<file path="src/rtl/ram_arbiter.sv">
// Two-requester arbiter in front of a single-port-per-direction RAM.
// Define RAM_ARBITER_FIXED_PRI_EN for fixed priority (A wins); default is round-robin.
module ram_arbiter #(
    parameter int DATA_WIDTH = 8,
    parameter int ADDR_WIDTH = 6
) (
    input  logic                  clk,
    input  logic                  reset,
    input  logic                  req_a,
    input  logic                  req_b,
    input  logic                  we_a,
    input  logic                  we_b,
    input  logic [ADDR_WIDTH-1:0] addr_a,
    input  logic [ADDR_WIDTH-1:0] addr_b,
    input  logic [DATA_WIDTH-1:0] wdata_a,
    input  logic [DATA_WIDTH-1:0] wdata_b,
    output logic                  gnt_a,
    output logic                  gnt_b,
    output logic                  rvalid_a,
    output logic                  rvalid_b,
    output logic [DATA_WIDTH-1:0] rdata_a,
    output logic [DATA_WIDTH-1:0] rdata_b,
    output logic                  ram_we,
    output logic [ADDR_WIDTH-1:0] ram_write_addr,
    output logic [ADDR_WIDTH-1:0] ram_read_addr,
    output logic [DATA_WIDTH-1:0] ram_data,
    input  logic [DATA_WIDTH-1:0] ram_q
);

    localparam logic [0:0] OWN_A = 1'b0;
    localparam logic [0:0] OWN_B = 1'b1;

    logic [0:0]            last_grant;
    logic                  rd_pend;
    logic [0:0]            rd_owner;
    logic [DATA_WIDTH-1:0] rdata_a_q;
    logic [DATA_WIDTH-1:0] rdata_b_q;
    logic                  pick_a;

`ifdef RAM_ARBITER_FIXED_PRI_EN
    assign pick_a = 1'b1;
`else
    assign pick_a = (last_grant == OWN_B);
`endif

    // Pick the winner for this cycle; nobody wins while in reset
    always_comb begin
        gnt_a = 1'b0;
        gnt_b = 1'b0;
        if (!reset) begin
            if (req_a && (!req_b || pick_a)) begin
                gnt_a = 1'b1;
            end else if (req_b) begin
                gnt_b = 1'b1;
            end
        end
    end

    // Steer the winner's request onto the RAM, idle values otherwise
    always_comb begin
        ram_we         = 1'b0;
        ram_write_addr = '0;
        ram_read_addr  = '0;
        ram_data       = '0;
        if (gnt_a) begin
            ram_we         = we_a;
            ram_write_addr = addr_a;
            ram_read_addr  = addr_a;
            ram_data       = wdata_a;
        end else if (gnt_b) begin
            ram_we         = we_b;
            ram_write_addr = addr_b;
            ram_read_addr  = addr_b;
            ram_data       = wdata_b;
        end
    end

    // Remember who won last so contention alternates
    always_ff @(posedge clk) begin
        if (reset) begin
            last_grant <= OWN_B;
        end else if (gnt_a) begin
            last_grant <= OWN_A;
        end else if (gnt_b) begin
            last_grant <= OWN_B;
        end
    end

    // Track a granted read until the RAM returns its data
    always_ff @(posedge clk) begin
        if (reset) begin
            rd_pend  <= 1'b0;
            rd_owner <= OWN_A;
        end else begin
            rd_pend <= (gnt_a && !we_a) || (gnt_b && !we_b);
            if (gnt_a || gnt_b) begin
                rd_owner <= gnt_b ? OWN_B : OWN_A;
            end
        end
    end

    // Keep the last returned word per requester for the hold value
    always_ff @(posedge clk) begin
        if (reset) begin
            rdata_a_q <= '0;
            rdata_b_q <= '0;
        end else if (rd_pend) begin
            if (rd_owner == OWN_A) begin
                rdata_a_q <= ram_q;
            end else begin
                rdata_b_q <= ram_q;
            end
        end
    end

    assign rvalid_a = !reset && rd_pend && (rd_owner == OWN_A);
    assign rvalid_b = !reset && rd_pend && (rd_owner == OWN_B);
    assign rdata_a  = rvalid_a ? ram_q : rdata_a_q;
    assign rdata_b  = rvalid_b ? ram_q : rdata_b_q;

endmodule
</file>
<file path="config.mk">
export PLATFORM = sky130hd
export DESIGN_NAME = ram_arbiter
export DESIGN_NICKNAME = d
export VERILOG_FILES = /design/src/rtl/ram_arbiter.sv
export SDC_FILE = /design/constraint.sdc
export NUM_CORES = 1
export LEC_CHECK = 0
export BUFFER_PORTS_ARGS = -buffer_cell sky130_fd_sc_hd__buf_2
export CORE_MARGIN = 3
export CORE_UTILIZATION = 47
export CTS_BUF_LIST = sky130_fd_sc_hd__clkbuf_8
export CTS_CLUSTER_SIZE = 20
export DETAILED_ROUTE_END_ITERATION = 8
export PLACE_DENSITY = 0.88
export SYNTH_ARGS = -nofsm -noshare
export SYNTH_HDL_FRONTEND = slang
export SYNTH_SLANG_ARGS = --single-unit
</file>
<file path="constraint.sdc">
create_clock -name clk -period 2.27 [get_ports clk]
set_input_delay 0.3405 -clock clk [delete_from_list [all_inputs] [get_ports clk]]
set_output_delay 0.3405 -clock clk [all_outputs]
set_load 0.03 [all_outputs]
</file>
==> results.toml, run 1 <==
[power]
seqPwrFrac_pct = 40.8
vdd_drop_max_mv = 0.394
clockPowerShare_pct = 26.7
p_comb_share_pct = 32.5
p_per_area_nw_per_um2 = 528
p_leak_nw = 0.850
swShare_pct = 34.3
power_switching_mw = 0.298
p_int_mw = 0.572

[finish]
nets = 266
fillerInstances = 219
synthToLayoutAreaGrowth_pct = 30.7
num_antenna_cells = 0
stdcell_area_um2 = 1650
drive_above_1_share_pct = 49.3
seq_area_um2 = 380
multi_input_area_um2 = 728

[synth]
syn-instance-count = 152
ys.warnings.count = 0
synth_area_um2 = 1260
ys_seq_elements = 19
postSynth.asyncResetShare_pct = 0
synth-edff-count = 0
syn-num-nets = 194
synth_top_cell_area_share_pct = 30.2
synth.yosys.seq_area_share_pct = 30.2
synth_flop_cell = "dfxtp_1"
synth.largest_area_cell = "dfxtp_1"
avgSynthCellArea_um2 = 8.30
synthTopCellsByCount = "nand2_1 (28), dfxtp_1 (19), a21oi_1 (18), nor2_1 (18), a32oi_1 (15)"
synthTopCellsByArea = "dfxtp_1 (30%), a32oi_1 (10%), mux2_4 (9.5%)"
synth_most_common_cell = "nand2_1"
synth_cell_types = 20

[sta]
rsz0062_at_grt = "no"
setup_viol = 0
layout_min_cycle_time_ns = 2.06
fin_crit_sh_pct = 90.7
hold_ws_ns = 0.279
maxSlewHeadroom_pct = 60.2
timing.fmax_mhz = 486
finalHoldViolations = 0
worst_pin_slew_ns = 0.596
finalClockSkew_ns = 0.00262
drv_slew = 0
final.setup.tns_ns = 0

[setup_path]
r2r_cells = 4
reg2reg_from = "rd_owner"
cp-start-kind = "flip-flop"
arrival_ns = 1.72
critPathKind = "reg2out"
cp_data_required_time_ns = 1.93
max_stage_delay_ns = 0.49
crit_chain = "nand2b_1 -> a32oi_1 -> nor2_1 -> buf_2"
cp.depth = 4
critPathTopFamily = "simple AND/OR/NAND/NOR gates"
worst_path_max_delay_cell = "nand2b_1"
cp_max_fo = 17
path_buf_inv = 1
worstSetupEndpointType = "output pin"
cp-startpoint = "last_grant"

[placed_design]
io_buffers = 82
placed_area_um2 = 1600
hpwl_mm = 2.66
gp_congestion = 0.816

[floorplanning]
dieArea_um2 = 3340
start_util_pct = 50.0
pin_count = 83
die_w_um = 57.8
core_um2 = 2520
die_h_um = 57.8
rows = 18

[clocking]
cts.sinks = 19
h-tree-depth = 1
holdBufCountCts = 0
clock_latency_ns = 0.26
clkTransAtPathRegs_ns = 0.07
postCtsResizedCells = 0
cts_buffers = 3
cts_max_path_buffers = 2
root_buffer = "clkbuf_8"
postCtsSetupBuffers = 0
cts_tree = "yes"

[routing]
vias_per_cell = 5.40
post_drt_wl_per_cell_um = 13.4
dr.pass1.iters = 4
via_count = 1367
drtIter0Drc = 37
wl_mm = 3.39
detail-route-antenna-nets = 0
drc = 0

[grt]
grt_antenna_before_repair = 0
grt_util_met2_pct = 38.4
busiest_layer = "met2"
grt_first_pass_wirelength_mm = 5.35
grt_util_met1_pct = 20.8
grt_max_degree = 23
grt_pass1_vias = 1341
globalRouteMet3Util_pct = 5.57
grt.overflow.total = 0
track_usage_pct = 20.4

[hold_path]
hold_start = "we_a"
min_path_type = "in2reg"
hold_depth = 2

[outcome]
outcome = "finished clean"

[run]
maxCapViolations = 0
## routing by layer
metal	up-vias	routed length (um)
met5	-	0
met2	70	1790
met4	0	58
li1	673	-
met3	7	283
met1	617	1260
## power by group through the flow
stage	clock (mW)	sequential, mW	combinational [mW]
after global routing	0.259	0.357	0.305
after global placement	0	0.362	0.279
final	0.232	0.355	0.283
after floorplan	0	0.361	0.207
after detailed placement	0	0.362	0.283
after CTS	0.239	0.355	0.284
## area by class of cell
| class | instances | share of cell area (%) |
|---|---|---|
| timing repair buffer | 87 | 27.2 |
| tap | 30 | 2.28 |
| multi-input combinational | 111 | 44.2 |
| clock inverter | 1 | 0.304 |
| clock buffer | 3 | 2.51 |
| sequential | 19 | 23.1 |
| inverter | 2 | 0.456 |
## cell usage in the layout (no fill, tap or decap)
cell type	n
mux2_4	8
nor2b_1	2
a21oi_1	18
nor2_1	18
nand3_1	8
buf_2	82
dfxtp_1	19
nor3b_2	1
buf_4	5
nand3b_4	1
a32oi_1	15
nand2_1	28
clkinv_2	1
clkbuf_8	3
nand2b_1	2
inv_1	2
mux2_2	8
o31ai_1	1
a21boi_4	1
## flip-flops by register name, summed over array words and instances, names as in the netlist
signal,cells
rdata_a_q,8
rdata_b_q,8
last_grant,1
rd_owner,1
rd_pend,1
## per-stage QoR
step / power [mW] / std cells / utilization, % / worst slack, ns
after floorplan: 0.568 / 152 / - / 0.324
after global placement: 0.641 / 249 / 63.5 / 0.448
after detailed placement: 0.645 / 249 / 63.5 / 0.409
after CTS: 0.878 / 253 / 65.3 / 0.207
after global routing: 0.920 / 253 / 65.3 / 0.0491
final: 0.870 / 253 / 65.3 / 0.212
## cells by family after synthesis
| group | count (synthesis) | share of synthesized area (%) |
|---|---|---|
| AO/OA/AOI/OAI | 35 | 19.6 |
| flip-flops | 19 | 30.2 |
| buffers and inverters | 22 | 12.1 |
| multiplexers | 16 | 16.7 |
| AND/OR/NAND/NOR | 60 | 21.4 |
## worst paths after layout
check                           to  slack, ns
hold reg to reg       rdata_b_q[2]       0.45
setup / recovery  ram_read_addr[2]       0.21
hold / removal             rd_pend       0.28
setup reg to reg      rdata_a_q[1]       0.88
No activity file was read; power rests on OpenSTA's default activity.
==> inputs of run 2 (changes only) <==
Settings changed: GPL_TIMING_DRIVEN set to 0.
==> run 2 against run 1 <==
Non-clock buffer count is 14 higher. Total power rose by 1.5%. Combinational power grew 6%. Sequential cell count unchanged. Clock skew rose by 0.0013 ns. Fmax up 3.9%. Sequential power barely moved. First-iteration DRC count up 5.4%. Clock-buffer cell count is the same. Via count grew 4.4%.
==> results.toml, run 2 (synthesized netlist as in run 1, its figures left out) <==
[outcome]
outcome = "finished clean"

[grt]
grt_first_pass_wirelength_mm = 5.65
track_usage_pct = 20.9
grt.overflow.total = 0
grt_max_degree = 11
grt_pass1_vias = 1322
grt_antenna_before_repair = 0

[sta]
maxSlewHeadroom_pct = 69.4
final.setup.tns_ns = 0
setup_viol = 0
fin_crit_sh_pct = 87.3
drv_slew = 0
worst_pin_slew_ns = 0.459
finalHoldViolations = 0
timing.fmax_mhz = 505
hold_ws_ns = 0.283
rsz0062_at_grt = "no"
fin_ws_ns = 0.289
layout_min_cycle_time_ns = 1.98
finalClockSkew_ns = 0.00393

[finish]
nets = 280
final_cell_mix = "buf_2 (86), nand2_1 (28), dfxtp_1 (19)"
largestRegisters = "rdata_a_q (8), rdata_b_q (8)"
synthToLayoutAreaGrowth_pct = 38.7
num_antenna_cells = 0
fillerInstances = 236
drive_above_1_share_pct = 51.1
layout_commonest_cell = "buf_2"
stdcell_area_um2 = 1750

[routing]
via_count = 1427
vias_per_cell = 5.34
drtIter0Drc = 39
post_drt_wl_per_cell_um = 13.0
drc = 0
wl_mm = 3.48
dr.pass1.iters = 4
detail-route-antenna-nets = 0

[clocking]
clkTransAtPathRegs_ns = 0.07
postCtsSetupBuffers = 0
holdBufCountCts = 0
h-tree-depth = 1
cts_buffers = 3
postCtsResizedCells = 0
clock_latency_ns = 0.25
cts_max_path_buffers = 2
root_buffer = "clkbuf_8"
cts_tree = "yes"
cts.sinks = 19

[setup_path]
worst_path_max_delay_cell = "dfxtp_1"
crit_chain = "nand2b_1 -> buf_4 -> buf_6 -> a32oi_1 -> nor2_1 -> buf_4 -> buf_2"
cp_max_fo = 10
r2r_cells = 4
path_buf_inv = 4
arrival_ns = 1.64
max_stage_delay_ns = 0.40
reg2reg_from = "rd_owner"
critPathTopFamily = "buffers and inverters"
cp-start-kind = "flip-flop"
r2r-end = "rdata_b_q[5]"
r2r_slack_ns = 1.08
critPathMostFrequentCell = "buf_4"
critPathKind = "reg2out"
worstSetupEndpointType = "output pin"
cp_data_required_time_ns = 1.93

[power]
p_leak_nw = 0.913
vdd_drop_max_mv = 0.366
p_per_area_nw_per_um2 = 505
power.total_mw = 0.884

[placed_design]
placed_area_um2 = 1700
place_ws_ns = 0.492
hpwl_mm = 2.69
gp_congestion = 0.742
io_buffers = 81

[run]
maxCapViolations = 0

[hold_path]
holdPathEnd = "rd_pend"
min_path_type = "in2reg"
hold_start = "we_a"
hold_depth = 2

[floorplanning]
die_w_um = 57.8
pin_count = 83
rows = 18
die_h_um = 57.8
core_um2 = 2520
dieArea_um2 = 3340
start_util_pct = 50.0
==> run 2: cell types whose count changed in the layout (fill, tap and decap cells not counted) <==
| cell | before | now |
|---|---|---|
| buf_2 | 82 | 86 |
| clkinv_2 | 1 | 0 |
| buf_4 | 5 | 9 |
| buf_6 | 0 | 4 |
| inv_1 | 2 | 3 |
| clkbuf_1 | 0 | 1 |
| buf_1 | 0 | 1 |
==> run 2: report_power, final <==
part | switching (mW) | total [mW] | internal [mW]
combinational | 0.181 | 0.301 | 0.119
sequential | 0.00925 | 0.356 | 0.346
clock | 0.107 | 0.227 | 0.120
total | 0.298 | 0.884 | 0.586
==> run 2: final cells by class <==
class,count,area (um2),area share [%]
Multi-Input combinational cell,111,728,41.6
Tap cell,30,37.5,2.15
Clock buffer,3,41.3,2.36
Sequential cell,19,380,21.7
Inverter,2,7.51,0.429
Buffer,20,145,8.30
Clock inverter,1,3.75,0.215
Timing Repair Buffer,81,405,23.2
==> run 2: worst max-delay path by stage <==
stage	cells past startpoint	start	to
floorplan	6	req_a	ram_write_addr[0]
global placement	7	req_a	ram_write_addr[3]
detailed placement	7	req_a	ram_write_addr[1]
CTS	7	last_grant	ram_write_addr[1]
global route	7	last_grant	ram_write_addr[1]
finish	7	last_grant	ram_write_addr[1]
==> run 2: per-stage QoR <==
step | instances | utilization [%]
3_5_place_dp | 263 | 67.6
6_report | 267 | 69.3
5_1_grt | 267 | 69.3
3_3_place_gp | 263 | 67.6
4_1_cts | 267 | 69.3
2_1_floorplan | 152 | -
==> run 2: layer usage <==
metal  share of wire, %  wire length (um)  GRT usage (%)
met3                 12               410           6.01
met2                 48              1680           37.6
met4                  0                 0           4.97
met5                  0                 0              0
met1                 40              1390           24.1
